==> config.mk <==
export PLATFORM = sky130hd
export DESIGN_NAME = rng_share_arbiter_flat
export DESIGN_NICKNAME = d
export VERILOG_FILES = /design/src/rtl/rng_share_arbiter_if.sv /design/src/rtl/rng_share_arbiter.sv /design/src/flat_wrapper.sv
export SDC_FILE = /design/constraint.sdc
export NUM_CORES = 1
export LEC_CHECK = 0
export ABC_CLOCK_PERIOD_IN_PS = 13350
export BUFFER_PORTS_ARGS = -buffer_cell sky130_fd_sc_hd__buf_2
export CORE_ASPECT_RATIO = 2
export CORE_UTILIZATION = 55
export DETAILED_ROUTE_END_ITERATION = 12
export GPL_TIMING_DRIVEN = 0
export MAX_ROUTING_LAYER = met4
export PLACE_DENSITY_LB_ADDON = 0.2
export SLEW_MARGIN = 10
export SYNTH_ARGS = -nofsm -noshare
export SYNTH_HDL_FRONTEND = slang
export SYNTH_SLANG_ARGS = --single-unit
==> constraint.sdc <==
create_clock -name clk -period 13.35 [get_ports clk]
set_input_delay 0.6675 -clock clk [delete_from_list [all_inputs] [get_ports clk]]
set_output_delay 0.6675 -clock clk [all_outputs]
set_load 0.01 [all_outputs]
==> src/rtl/rng_share_arbiter_if.sv <==
// Requester-side bundle of the shared random-number arbiter.
//   req       : per-requester level request, held until its handshake completes
//   rsp_valid : one-hot, a value is waiting for that requester
//   rsp_ready : per-requester accept (only the granted bit is honoured)
//   rsp_data  : delivered value, shared by all requesters
// slave  : the arbiter side
// master : the requester side
interface rng_share_arbiter_if #(
    parameter int NUM_REQ = 4,
    parameter int WIDTH   = 32
);
    logic [NUM_REQ-1:0] req;
    logic [NUM_REQ-1:0] rsp_valid;
    logic [NUM_REQ-1:0] rsp_ready;
    logic [WIDTH-1:0]   rsp_data;

    modport slave (
        input  req,
        input  rsp_ready,
        output rsp_valid,
        output rsp_data
    );

    modport master (
        output req,
        output rsp_ready,
        input  rsp_valid,
        input  rsp_data
    );
endinterface

==> src/rtl/rng_share_arbiter.sv <==
// Round-robin sharing of one registered random source between NUM_REQ
// requesters, with per-requester range bounding by mask-and-reject.
//   clk, rst_n            : clock, asynchronous active-low reset
//   rsp_if (slave)        : req / rsp_valid / rsp_ready / rsp_data
//   rng_enable            : one-cycle enable pulse to the random source
//   rng_number            : registered source output, new value the edge after enable
//   cfg_we/cfg_idx/cfg_bound : bound register write (exclusive bound, 0 = full range)
//   busy                  : FSM not idle
//   rej_count             : saturating count of rejected draws
//
// state   | meaning
// IDLE    | wait for any req, pick round-robin, latch index and bound
// DRAW    | rng_enable high for this single cycle
// WAIT    | source output now valid, capture it
// CHECK   | mask and range-test; accept -> DELIVER, reject -> DRAW
// DELIVER | hold value until the granted requester accepts
module rng_share_arbiter #(
    parameter int NUM_REQ   = 4,
    parameter int WIDTH     = 32,
    parameter int REJ_CNT_W = 16
) (
    input  logic                 clk,
    input  logic                 rst_n,
    rng_share_arbiter_if.slave   rsp_if,
    output logic                 rng_enable,
    input  logic [WIDTH-1:0]     rng_number,
    input  logic                 cfg_we,
    input  logic [2:0]           cfg_idx,
    input  logic [WIDTH-1:0]     cfg_bound,
    output logic                 busy,
    output logic [REJ_CNT_W-1:0] rej_count
);
    localparam int IDX_W = (NUM_REQ > 1) ? $clog2(NUM_REQ) : 1;

    typedef enum logic [2:0] {IDLE, DRAW, WAIT, CHECK, DELIVER} state_t;

    state_t             state, state_nxt;
    logic [WIDTH-1:0]   bound [NUM_REQ];
    logic [IDX_W-1:0]   rr_ptr;
    logic [IDX_W-1:0]   gnt_idx;
    logic [WIDTH-1:0]   lbound;
    logic [WIDTH-1:0]   raw;

    logic               pick_found;
    logic [IDX_W-1:0]   pick_idx;
    logic [WIDTH-1:0]   mask;
    logic [WIDTH-1:0]   masked;
    logic               in_range;
    logic               hs_done;

    // Circular scan starting at rr_ptr; first requesting index wins.
    always_comb begin
        int c;
        c          = 0;
        pick_found = 1'b0;
        pick_idx   = '0;
        for (int i = 0; i < NUM_REQ; i++) begin
            c = int'(rr_ptr) + i;
            if (c >= NUM_REQ) c = c - NUM_REQ;
            if (!pick_found && rsp_if.req[IDX_W'(c)]) begin
                pick_found = 1'b1;
                pick_idx   = IDX_W'(c);
            end
        end
    end

    // Smearing lbound-1 downward gives 2^k-1 for the smallest 2^k >= lbound
    // (lbound = 1 yields 0). lbound = 0 wraps to all ones, i.e. no masking.
    always_comb begin
        mask = lbound - 1'b1;
        for (int i = WIDTH - 2; i >= 0; i--) begin
            mask[i] = mask[i] | mask[i+1];
        end
        masked   = raw & mask;
        in_range = (lbound == '0) || (masked < lbound);
    end

    assign hs_done = rsp_if.rsp_ready[gnt_idx];

    always_comb begin
        state_nxt  = state;
        rng_enable = 1'b0;
        case (state)
            IDLE:    if (pick_found) state_nxt = DRAW;
            DRAW: begin
                rng_enable = 1'b1;
                state_nxt  = WAIT;
            end
            WAIT:    state_nxt = CHECK;
            CHECK:   state_nxt = in_range ? DELIVER : DRAW;
            DELIVER: if (hs_done) state_nxt = IDLE;
            default: state_nxt = IDLE;
        endcase
    end

    assign busy = (state != IDLE);

    always_ff @(posedge clk or negedge rst_n) begin
        if (!rst_n) begin
            state            <= IDLE;
            rr_ptr           <= '0;
            gnt_idx          <= '0;
            lbound           <= '0;
            raw              <= '0;
            rsp_if.rsp_valid <= '0;
            rsp_if.rsp_data  <= '0;
            rej_count        <= '0;
            for (int i = 0; i < NUM_REQ; i++) bound[i] <= '0;
        end else begin
            state <= state_nxt;

            if (cfg_we && (int'(cfg_idx) < NUM_REQ))
                bound[cfg_idx[IDX_W-1:0]] <= cfg_bound;

            case (state)
                IDLE: begin
                    if (pick_found) begin
                        gnt_idx <= pick_idx;
                        lbound  <= bound[pick_idx];
                    end
                end
                WAIT: raw <= rng_number;
                CHECK: begin
                    if (in_range) begin
                        rsp_if.rsp_data  <= masked;
                        rsp_if.rsp_valid <= {{(NUM_REQ-1){1'b0}}, 1'b1} << gnt_idx;
                    end else if (rej_count != {REJ_CNT_W{1'b1}}) begin
                        rej_count <= rej_count + 1'b1;
                    end
                end
                DELIVER: begin
                    if (hs_done) begin
                        rsp_if.rsp_valid <= '0;
                        rr_ptr <= (gnt_idx == IDX_W'(NUM_REQ - 1)) ? '0 : gnt_idx + 1'b1;
                    end
                end
                default: ;
            endcase
        end
    end
endmodule

==> src/flat_wrapper.sv <==
// flat-port wrapper written by rule: the top's interface ports become plain ports
module rng_share_arbiter_flat 
#(
    parameter int NUM_REQ   = 4,
    parameter int WIDTH     = 32,
    parameter int REJ_CNT_W = 16
)
  (clk, rst_n, rng_enable, rng_number, cfg_we, cfg_idx, cfg_bound, busy, rej_count, rsp_if_req, rsp_if_rsp_ready, rsp_if_rsp_valid, rsp_if_rsp_data);
  rng_share_arbiter_if #(.NUM_REQ(NUM_REQ), .WIDTH(WIDTH)) rsp_if_i ();
  input  logic clk;
  input  logic rst_n;
  output logic rng_enable;
  input  logic [WIDTH-1:0] rng_number;
  input  logic cfg_we;
  input  logic [2:0] cfg_idx;
  input  logic [WIDTH-1:0] cfg_bound;
  output logic busy;
  output logic [REJ_CNT_W-1:0] rej_count;
  input wire logic [$bits(rsp_if_i.req)-1:0] rsp_if_req;
  input wire logic [$bits(rsp_if_i.rsp_ready)-1:0] rsp_if_rsp_ready;
  output wire logic [$bits(rsp_if_i.rsp_valid)-1:0] rsp_if_rsp_valid;
  output wire logic [$bits(rsp_if_i.rsp_data)-1:0] rsp_if_rsp_data;
  assign rsp_if_i.req = rsp_if_req;
  assign rsp_if_i.rsp_ready = rsp_if_rsp_ready;
  assign rsp_if_rsp_valid = rsp_if_i.rsp_valid;
  assign rsp_if_rsp_data = rsp_if_i.rsp_data;
  rng_share_arbiter #(.NUM_REQ(NUM_REQ), .WIDTH(WIDTH), .REJ_CNT_W(REJ_CNT_W)) u_core (.clk(clk), .rst_n(rst_n), .rsp_if(rsp_if_i), .rng_enable(rng_enable), .rng_number(rng_number), .cfg_we(cfg_we), .cfg_idx(cfg_idx), .cfg_bound(cfg_bound), .busy(busy), .rej_count(rej_count));
endmodule
### Word-level counts from Yosys, hierarchy flattened

Cells that the tools add are included.

| storage, ports and cells | value |
|---|---|
| output and inout port bits | 54 |
| register bits | 251 |
| memory bits (writable) | 0 |
| memories | 0 |
| memory bits (read-only) | 0 |
| input port bits | 78 |
| bits in latches | 0 |
| word-level logic and storage cells | 141 |

| cells by class | value |
|---|---|
| divide/modulo/power cells | 0 |
| $lt $le $gt $ge | 14 |
| multiply operators | 0 |
| bitwise operators | 35 |
| multiplexer cells | 41 |
| eq/ne operators | 9 |
| reductions and logical operators | 19 |
| add/subtract/negate cells | 10 |
| shift operators | 1 |

Operator list:

| kind | number |
|---|---|
| 128-bit bitwise mux | 1 |
| 32-bit 2-to-1 mux | 3 |
| 32-bit binary-select mux with 2-bit select | 1 |
| 32-bit demux with 2-bit select | 1 |
| 32-bit AND | 1 |
| 32-bit zero test | 1 |
| 32-bit less-than comparator | 1 |
| 32-bit by 1-bit subtractor with 32-bit output (second input constant) | 1 |
| 1-bit bitwise OR | 31 |
| 2-bit 2-to-1 mux | 9 |
| 16-bit by 1-bit adder with 16-bit output (second input constant) | 1 |
| 2-bit by 4-bit less-than comparator with 1-bit output (second input constant) | 4 |
| 16-bit != test (second input constant) | 1 |
| 3-bit >= comparator (second input constant) | 5 |
| 3-bit one-hot mux with 5 select lines | 1 |
| 1-bit 2-to-1 mux | 14 |
| 1-bit binary-select mux with 2-bit select | 5 |
| 3-bit 2-to-1 mux | 3 |
| 4-bit 2-to-1 mux | 2 |
| 4-bit one-hot mux with 2 select lines | 1 |
| 2-bit AND reduction | 4 |
| 2-bit by 1-bit subtractor with 2-bit output (second input constant) | 4 |
| 2-bit by 2-bit adder with 3-bit output (second input constant) | 2 |
| 3-bit by 2-bit == test with 1-bit output (second input constant) | 2 |
| 20 further kinds | 30 |

### Depth between registers and ports, before layout

Gate-level depths: netlist of the first run.

| depth | value |
|---|---|
| depth in word-level cells | 37 |
| gate-level depth with buffers | 24 |
| mapped depth without buffers | 20 |

### Least setup slack after synthesis of the first run

OpenSTA, ideal clock, no wires.

| timing path | value |
|---|---|
| path kind | register -> register |
| from | register u_core.lbound[0] |
| to | register u_core.rsp_if.rsp_data[10] |
| arrival | 4.741 ns |
| cell stages (with the launch flop) | 22 |
| setup time | 0.125 ns |
| slack | 8.483 ns |
| cell sequence | dfrtp_1 buf_2 inv_1 ha_1 buf_2 nor3b_4 nand4_2 o21a_1 nor4_4 nand3_1 or3_1 o31a_1 ha_1 and4_1 a221oi_1 nor2_1 or3_1 o31ai_1 and3_1 buf_6 buf_12 mux2_4 |

RTL lines:

| item | line | text |
|---|---|---|
| start, declared | rng_share_arbiter.sv:41 | `logic [WIDTH-1:0] lbound;` |
| start signal, assigned | rng_share_arbiter.sv:119 | `lbound <= bound[pick_idx];` |
| 32-bit by 1-bit subtractor with 32-bit output (*) | rng_share_arbiter.sv:70 | `mask = lbound - 1'b1;` |
| 1-bit bitwise OR (16 in a row) | rng_share_arbiter.sv:72 | `mask[i] = mask[i] \| mask[i+1];` |
| 1-bit bitwise OR (*) | rng_share_arbiter.sv:72 |  |
| 32-bit AND (*) | rng_share_arbiter.sv:74 | `masked = raw & mask;` |
| net u_core.masked[14] | rng_share_arbiter.sv:47 | `logic [WIDTH-1:0] masked;` |
| 32-bit less-than comparator (*) | rng_share_arbiter.sv:75 | `in_range = (lbound == '0) \|\| (masked < lbound);` |
| 1-bit logical OR (*) | rng_share_arbiter.sv:75 |  |
| 2-bit AND reduction (no line) (*) | n/a |  |
| end signal, assigned | rng_share_arbiter.sv:125 | `rsp_if.rsp_data <= masked;` |
| end, declared | rng_share_arbiter_if.sv:21 | `output rsp_data` |

Mark *: on every way through the listed nets, which the timed path passes. The rest lies on a longest branch.
A chain may end at the register's enable or synchronous reset.

### Worst setup path in the final report of the first run

| timing path | value |
|---|---|
| from | register u_core.lbound[1] |
| to | register u_core.rsp_if.rsp_data[23] |

RTL lines:

| item | line |
|---|---|
| 32-bit by 1-bit subtractor with 32-bit output (*) | rng_share_arbiter.sv:70 |
| 1-bit bitwise OR (7 in a row) | rng_share_arbiter.sv:72 |
| 1-bit bitwise OR (*) | rng_share_arbiter.sv:72 |
| 32-bit AND (*) | rng_share_arbiter.sv:74 |
| net u_core.masked[23] | rng_share_arbiter.sv:47 |
| 32-bit less-than comparator | rng_share_arbiter.sv:75 |
| 1-bit logical OR | rng_share_arbiter.sv:75 |
| 2-bit AND reduction (no line) | n/a |

Marks and branches as above.

==> results.toml, run 1 <==
[outcome]
status = "finished, final reports clean"

[timing]
skew_ns = 0.0183
rsz0062_at_grt = "no"
finalHoldViolCount = 0
fin_setup_tns_ns = 0
tightest_slew_ns = 1.08
setup_viol = 0
fin_hold_ws_ns = 0.177
fmax_mhz = 146
min_period_ns = 6.83
slew_viol_final = 0
relSlewSlack = 0.267
min_period_over_period = 0.512

[die]
die_w_um = 111
dieArea_um2 = 24300
ioPinCount = 132
start_util = 0.559
core_area_um2 = 23200
rows = 79
die_h_um = 219

[drt]
drt_pass1_iterations = 4
drt-vias-per-instance = 5.77
wl_per_cell_um = 19.9
drt_iter0_drc = 523
routed_wl_mm = 33.7
via_count = 9752
route.detailed.drc = 0
postRouteAntennaNets = 0

[clock_tree]
clk_pin_slew_worst_paths_ns = 0.06
postCtsSetupBuffers = 0
hold_buffers = 0
clockBufferDepth = 3
clk_latency_ns = 0.53
cts_root_buf = "clkbuf_16"
cts_buffers = 23
htreeDepth = 1
cts_tree = "yes"
post_cts_resized = 0
clkSinkCount = 251

[yosys]
synth_seq_cells = 251
yosysMostFrequentCell = "dfrtp_1"
synth_edf_count = 0
yosysTopAreaCell = "dfrtp_1"
syn_nets = 1346
synthDistinctLibCells = 74
netlist_area_um2 = 13000
async_reset_ff_frac = 1.00
yosys_warnings = 0
synth_area_leaders = "dfrtp_1 (48%), mux2_2 (14%), nand2_1 (7.0%)"
synth_area_per_cell_um2 = 10.6
netlist.area_leader.share = 0.483
seq_area_frac_synth = 0.483
synth_common_cells = "dfrtp_1 (251), nand2_1 (241), mux2_2 (165)"
syn-instance-count = 1231
ys.flop_type = "dfrtp_1"

[setup_path]
crit_required_ns = 13.75
critPathArrivalTime_ns = 7.23
rr_startpoint = "u_core.lbound[1]"
endpoint_kind = "register"
crit_path_max_fanout = 10
path_class = "register to register"
reg2reg_depth = 22
critPathLaunch = "u_core.lbound[1]"
startpoint_type = "register"

[cells_and_area]
drive_gt1_frac = 0.283
fin_util = 0.639
layout.nets = 1504
area_delta_synth_final_pct = 14.2
fill_cells = 1943

[pwr]
p_switching_w = 0.00132
swShare = 0.391
power_frac_clock = 0.198
intPower_w = 0.00206
p_leak_nw = 6.71
p_total_w = 0.00338
power_density_nw_per_um2 = 228
comb_power_share = 0.447
ir_drop_uv = 166
pwr-share-seq = 0.354

[min_path]
hold_class = "input port to async pin"

[global_routing]
grt_pass1_vias = 10300
grt-ovfl-total = 0
antenna_found_initial = 2
track_usage = 0.293
grt_max_degree = 102
grt_pass1_wl_mm = 53.9

[placed_design]
dp_hpwl_mm = 25.9
place_congestion = 0.977
io_buffers = 131

[job]
drv_cap = 0
==> cell families after synthesis <==
logic type                 count (synthesis)  synth area share
AOI/OAI and AO/OA                        168            0.0837
xor gates and xnor gates                  28            0.0189
adders and majority gates                 37            0.0356
buffers and inverters                    107            0.0373
DFF                                      251             0.483
muxes                                    195             0.178
and+or+nand+nor                          445             0.163
==> power by group through the flow <==
stage / sequential [W] / clock [W] / combinational (W)
2_1_floorplan: 0.00118 / 0 / 0.00105
3_3_place_gp: 0.00120 / 0 / 0.00148
3_5_place_dp: 0.00121 / 0 / 0.00151
4_1_cts: 0.00120 / 0.000685 / 0.00152
5_1_grt: 0.00123 / 0.000712 / 0.00167
6_report: 0.00120 / 0.000670 / 0.00151
==> placed cells by master, fill, tap and decap left out, drive strengths merged, types with 15 or more instances in the layout <==
master / Yosys / layout
xnor2: 25 / 25
clkbuf: 38 / 73
nor2: 37 / 37
nand3: 54 / 54
ha: 37 / 37
nand2: 241 / 241
nor3: 24 / 24
mux2: 194 / 194
buf: 30 / 163
and2: 18 / 18
o21ai: 76 / 76
nand4: 15 / 15
inv: 39 / 40
dfrtp: 251 / 251
o21a: 16 / 16
==> through the flow <==
stage | instance area [um^2] | cells | setup slack [ns]
detailed placement | 14100 | 1647 | 6.69
floorplan | 13000 | 1231 | 8.48
finish | 14800 | 1690 | 6.52
global placement | 14000 | 1645 | 6.69
global route | 14800 | 1690 | 6.38
CTS | 14800 | 1688 | 6.66
==> sequential cells by signal, summed over array words and instances (netlist names) <==
name and cells:
u_core.lbound 32, u_core.state 3, u_core.rsp_if.rsp_data 32, u_core.rsp_if.rsp_valid 4, u_core.bound 128, u_core.rr_ptr 2, u_core.rej_count 16, u_core.raw 32
u_core.gnt_idx 2
==> critical path: stages, from the launching register on <==
cell      delay [ns]
dfrtp_1         0.48
inv_1           0.13
ha_1            0.14
buf_2           0.24
nor3b_4         0.40
and2_1          0.38
a41oi_1         0.19
a311oi_2        0.36
o22ai_2         0.27
nor2_1          0.60
o21ai_0         0.26
and2_1          0.28
ha_1            0.35
a22oi_1         0.18
nand2_1         0.08
a311oi_1        0.69
o211ai_1        0.17
or3_1           0.39
o31ai_1         0.20
and3_1          0.28
buf_6           0.17
buf_12          0.17
mux2_4          0.30
==> layer usage <==
layer / wire [um] / track usage
met5: 0 / -
met2: 19100 / 0.570
met4: 1820 / 0.157
met1: 11600 / 0.280
met3: 1080 / 0.0295
==> path summary, 6_finish.rpt <==
kind	end	slack (ns)
worst max-delay path	u_core.rsp_if.rsp_data[23]	6.52
worst min-delay path	u_core.rej_count[9]	0.18
worst max register to register	u_core.rsp_if.rsp_data[23]	6.52
worst min register to register	u_core.rej_count[14]	0.48
max in group asynchronous	u_core.bound[48]	11.94
min in group clk	u_core.raw[0]	0.36
==> cell type report <==
type                            count  area [um^2]  share of cell area
Sequential cell                   251         6280               0.423
Clock inverter                      6         88.8             0.00599
Multi-Input combinational cell    873         6230               0.420
Antenna cell                        2         5.00            0.000337
Timing Repair Buffer              133          721              0.0486
Tap cell                          283          354              0.0239
Buffer                             68          338              0.0228
Inverter                           39          146             0.00987
Clock buffer                       35          671              0.0452
Note: power is estimated with default switching activity, not from simulation.
==> run 2: changes to the inputs <==
--- a/config.mk
+++ b/config.mk
@@ -5,10 +5,10 @@
 export SDC_FILE = /design/constraint.sdc
 export NUM_CORES = 1
 export LEC_CHECK = 0
-export ABC_CLOCK_PERIOD_IN_PS = 13350
+export ABC_CLOCK_PERIOD_IN_PS = 5900
 export BUFFER_PORTS_ARGS = -buffer_cell sky130_fd_sc_hd__buf_2
 export CORE_ASPECT_RATIO = 2
-export CORE_UTILIZATION = 55
+export CORE_UTILIZATION = 54
 export DETAILED_ROUTE_END_ITERATION = 12
 export GPL_TIMING_DRIVEN = 0
 export MAX_ROUTING_LAYER = met4
==> constraint.sdc (replaced) <==
create_clock -name clk -period 5.9 [get_ports clk]
set_input_delay 0.295 -clock clk [delete_from_list [all_inputs] [get_ports clk]]
set_output_delay 0.295 -clock clk [all_outputs]
set_load 0.01 [all_outputs]
==> results.toml, run 2 (synthesized netlist as in run 1, its figures left out) <==
[outcome]
failed_checks = "design-rule violations"
status = "complete, but fails checks"

[setup_path]
crit_chain = "buf_2, inv_1, ha_1, buf_2, o21ba_2, nand3b_1, nor3_2, a21boi_1, nor2_1, nor2_4, a21boi_0, ha_1, o21a_1, o21a_1, o21ai_0, o211ai_1, or3_1, o31ai_2, and3_1, buf_6, buf_12, mux2_4"
reg2reg_slack_ns = 0.14
startpoint_type = "register"
crit_buf_inv = 5
crit_path_max_fanout = 10
critical_path.top_delay_family = "simple AND/OR/NAND/NOR gates"
path_class = "register to register"
critPathArrivalTime_ns = 6.16
reg2reg_depth = 22
crit_slowest_cell = "a21boi_0"
rr_startpoint = "u_core.lbound[0]"
rr_endpoint = "u_core.rsp_if.rsp_data[2]"
endpoint_kind = "register"
crit_required_ns = 6.31
timing.critical_path.slowest_cell_delay_ns = 0.61

[die]
die_h_um = 221
core_area_um2 = 23700
dieArea_um2 = 24700
rows = 80
ioPinCount = 132
start_util = 0.548
die_w_um = 112

[cells_and_area]
fin_util = 0.642
finalNonFillerCells = 1724
layout_commonest_cell = "dfrtp_1"
fill_cells = 1943
top_register = "u_core.bound"
area_delta_synth_final_pct = 17.3
drive_gt1_frac = 0.301
layout.nets = 1537
final_cell_mix = "dfrtp_1 (250), nand2_1 (238), mux2_2 (165)"
largest_reg_flops = 128

[clock_tree]
cts_buffers = 23
clockBufferDepth = 3
cts_tree = "yes"
cts_root_buf = "clkbuf_16"
clkSinkCount = 251
clk_latency_ns = 0.53
clk_pin_slew_worst_paths_ns = 0.06
htreeDepth = 1

[timing]
min_period_over_period = 0.976
setup_ws_ns = 0.143
fin_hold_ws_ns = 0.0144
min_period_ns = 5.76
finalHoldViolCount = 0
fmax_mhz = 174
skew_ns = 0.0145
tightest_slew_ns = 1.33
relSlewSlack = 0.0990
slew_viol_final = 0
setup_viol = 0

[drt]
wl_per_cell_um = 19.1
route.detailed.drc = 10
drt_pass1_iterations = 9
routed_wl_mm = 33.0
drt_iter0_drc = 505
drt-vias-per-instance = 5.74
via_count = 9892
postRouteAntennaNets = 0

[global_routing]
track_usage = 0.281
grt_pass1_vias = 10200
grt-ovfl-total = 0
grt_max_degree = 114
grt_pass1_wl_mm = 53.1
antenna_found_initial = 1

[job]
drv_cap = 0

[min_path]
hold_end = "u_core.raw[11]"
hold_class = "input port to register"
min_path_cells = 2
hold_path_startpoint = "rng_number[11]"

[placed_design]
dp_hpwl_mm = 25.0
place_congestion = 0.962
io_buffers = 131
dp_cells = 1651
dp_slack_ns = -0.437

[pwr]
power_density_nw_per_um2 = 503
ir_drop_uv = 292
p_leak_nw = 6.86
p_total_w = 0.00767
==> run 2: cell types whose count changed in the layout (fill, tap and decap cells not counted), sizes merged, moves of 2 or more <==
cell,delta
bufinv,-2
clkinv,+2
clkinvlp,-2
dlygate4sd3,+20
buf,+13
==> run 2: cell type report <==
class / count / area [um^2] / share of cell area
plain buffers: 68 / 338 / 0.0222
multi-input cells: 873 / 6380 / 0.419
inverters: 39 / 146 / 0.00961
clock buffers: 36 / 694 / 0.0456
clock inverters: 3 / 15.0 / 0.000985
repair buffers: 166 / 1020 / 0.0668
flip-flops and latches: 251 / 6280 / 0.412
well taps: 287 / 359 / 0.0236
diodes: 1 / 2.50 / 0.000164
==> run 2: layer usage <==
metal | track usage | vias to the layer above | wire, um
met3 | 0.0296 | 110 | 1130
met5 | - | - | 0
met1 | 0.284 | 4827 | 11700
li1 | - | 4693 | -
met2 | 0.505 | 262 | 17900
met4 | 0.185 | 0 | 2180
==> run 2: repair_timing <==
| item | CTS | global route |
|---|---|---|
| hold endpoints to repair | 79 | 0 |
| gates resized for setup | 8 | 24 |
| hold buffers | 20 | 0 |
| buffers inserted | 5 | 8 |
| setup endpoints to repair | 51 | 50 |
| pin swaps | 0 | 7 |
==> run 2: metrics by stage <==
step / area, um^2 / setup TNS [ns]
6_report: 15200 / 0
5_1_grt: 15200 / -1.03
4_1_cts: 15100 / 0
3_5_place_dp: 14100 / -17.46
3_3_place_gp: 14000 / -16.11
2_1_floorplan: 13000 / 0
==> run 2: worst max path at each step <==
stage	startpoint	to	slack (ns)	depth (start not counted)
4_1_cts	u_core.lbound[15]	u_core.rsp_if.rsp_data[2]	0.008	20
5_1_grt	u_core.lbound[0]	u_core.rsp_if.rsp_data[20]	-0.05	22
6_report	u_core.lbound[0]	u_core.rsp_if.rsp_data[2]	0.14	22
2_1_floorplan	u_core.lbound[0]	u_core.rsp_if.rsp_data[10]	1.03	21
3_3_place_gp	u_core.lbound[1]	u_core.rsp_if.rsp_data[20]	-0.41	22
3_5_place_dp	u_core.lbound[1]	u_core.rsp_if.rsp_data[2]	-0.44	22
==> run 2: where the power goes <==
part	internal, W	switching (W)
sequential	0.00230	0.000401
clock	0.000803	0.000632
combinational	0.00157	0.00197
==> run 3: changes to the inputs <==
--- a/config.mk
+++ b/config.mk
@@ -13,6 +13,7 @@
 export GPL_TIMING_DRIVEN = 0
 export MAX_ROUTING_LAYER = met4
 export PLACE_DENSITY_LB_ADDON = 0.2
+export RECOVER_POWER = 25
 export SLEW_MARGIN = 10
 export SYNTH_ARGS = -nofsm -noshare
 export SYNTH_HDL_FRONTEND = slang
==> results.toml, run 3 (synthesized netlist as in run 1, its figures left out) <==
[outcome]
status = "complete, but fails checks"
failed_checks = "design-rule violations, max-capacitance violations, max-slew violations"

[cells_and_area]
top_register = "u_core.bound"
finalNonFillerCells = 1724
final_cell_mix = "dfrtp_1 (250), nand2_1 (238), mux2_2 (165)"
layout.nets = 1537
layout_commonest_cell = "dfrtp_1"
largest_reg_flops = 128
drive_gt1_frac = 0.299
area_delta_synth_final_pct = 17.0
fill_cells = 1949
fin_area_um2 = 15200

[placed_design]
dp_slack_ns = -0.437
placedInstanceArea_um2 = 14100
dp_cells = 1651
place_congestion = 0.962
dp_hpwl_mm = 25.0
io_buffers = 131

[pwr]
p_leak_nw = 6.84
ir_drop_uv = 291
power_density_nw_per_um2 = 504

[die]
dieArea_um2 = 24700
start_util = 0.548
die_w_um = 112
core_area_um2 = 23700
die_h_um = 221
ioPinCount = 132
rows = 80

[setup_path]
startpoint_type = "register"
reg2reg_slack_ns = 0.15
endpoint_kind = "register"
crit_chain = "buf_2, inv_1, ha_1, buf_2, o21ba_2, nand3b_1, nor3_2, a21boi_1, nor2_1, nor2_4, a21boi_0, ha_1, o21a_1, o21a_1, o21ai_0, o211ai_1, or3_1, o31ai_2, and3_1, buf_6, buf_12, mux2_4"
path_class = "register to register"
timing.critical_path.slowest_cell_delay_ns = 0.61
rr_startpoint = "u_core.lbound[0]"
crit_slowest_cell = "a21boi_0"
crit_path_max_fanout = 10
rr_endpoint = "u_core.rsp_if.rsp_data[2]"
crit_required_ns = 6.31
critPathLaunch = "u_core.lbound[0]"
critPathArrivalTime_ns = 6.16
reg2reg_depth = 22

[min_path]
min_path_cells = 2
hold_class = "input port to register"
hold_end = "u_core.raw[11]"
hold_path_startpoint = "rng_number[11]"

[timing]
relSlewSlack = -1.29
fmax_mhz = 174
slew_viol_final = 141
tightest_slew_ns = 3.44
setup_viol = 0
min_period_over_period = 0.975
skew_ns = 0.0122
setup_ws_ns = 0.150
finalHoldViolCount = 0
min_period_ns = 5.75

[drt]
postRouteAntennaNets = 0
routed_wl_mm = 33.1
drt_pass1_iterations = 10
via_count = 9918
drt-vias-per-instance = 5.75
drt_iter0_drc = 520
wl_per_cell_um = 19.2
route.detailed.drc = 10

[global_routing]
grt_pass1_wl_mm = 53.1
grt_max_degree = 114
grt-ovfl-total = 0
track_usage = 0.281
grt_pass1_vias = 10200
antenna_found_initial = 1

[clock_tree]
clockBufferDepth = 3
clk_pin_slew_worst_paths_ns = 0.06
clkSinkCount = 251
htreeDepth = 1
cts_tree = "yes"
cts_buffers = 23
clk_latency_ns = 0.52
cts_root_buf = "clkbuf_16"

[job]
drv_cap = 2
## run 3: final cells by class
type | count | area [um^2] | area share
inverter | 39 | 146 | 0.00963
multi-input combinational | 873 | 6380 | 0.420
antenna | 1 | 2.50 | 0.000165
sequential | 251 | 6280 | 0.413
clock buffer | 36 | 694 | 0.0457
timing repair buffer | 166 | 982 | 0.0646
clock inverter | 3 | 15.0 | 0.000988
tap | 287 | 359 | 0.0236
buffer | 68 | 338 | 0.0222
## run 3: worst max path at each step
| stage | to | slack, ns | depth (start not counted) |
|---|---|---|---|
| floorplan | u_core.rsp_if.rsp_data[10] | 1.03 | 21 |
| global placement | u_core.rsp_if.rsp_data[20] | -0.41 | 22 |
| detailed placement | u_core.rsp_if.rsp_data[2] | -0.44 | 22 |
| CTS | u_core.rsp_if.rsp_data[2] | 0.008 | 20 |
| global route | u_core.rsp_if.rsp_data[20] | -0.05 | 22 |
| finish | u_core.rsp_if.rsp_data[2] | 0.15 | 22 |
## run 3: repair_timing
action,in CTS,in global routing
setup endpoints to repair,51,50
hold buffers,20,0
setup buffers,5,8
pin swaps,0,7
hold endpoints to repair,79,0
gates resized for setup,8,24
## run 3: where the power goes
part           internal [W]  leakage [nW]  switching [W]
clock network      0.000803         0.353       0.000631
registers           0.00230          3.06       0.000402
logic               0.00156          3.43        0.00197
## run 3: critical path: cells and delay by family (launching register included)
| kind | cells | cell delay, ns |
|---|---|---|
| compound gates | 8 | 1.74 |
| buf+inv | 5 | 0.83 |
| fa+ha+maj | 2 | 0.49 |
| flops | 1 | 0.35 |
| simple gates | 6 | 1.89 |
| mux | 1 | 0.30 |
## run 3: routing by layer
metal / track usage / vias to the layer above / share of wire
li1: - / 4693 / -
met3: 0.0296 / 114 / 0.034
met1: 0.284 / 4840 / 0.36
met5: - / - / 0
met2: 0.505 / 271 / 0.54
met4: 0.185 / 0 / 0.067
## run 3: stage by stage
step / hold WS (ns) / utilization / setup TNS, ns / power, W
after floorplan: -0.000591 / - / 0 / 0.00503
after global placement: 0.466 / 0.591 / -16.11 / 0.00600
after detailed placement: 0.278 / 0.593 / -17.46 / 0.00609
after CTS: 0.00374 / 0.635 / 0 / 0.00761
after global routing: 0.0112 / 0.641 / -1.03 / 0.00820
final: 0.0145 / 0.641 / 0 / 0.00767
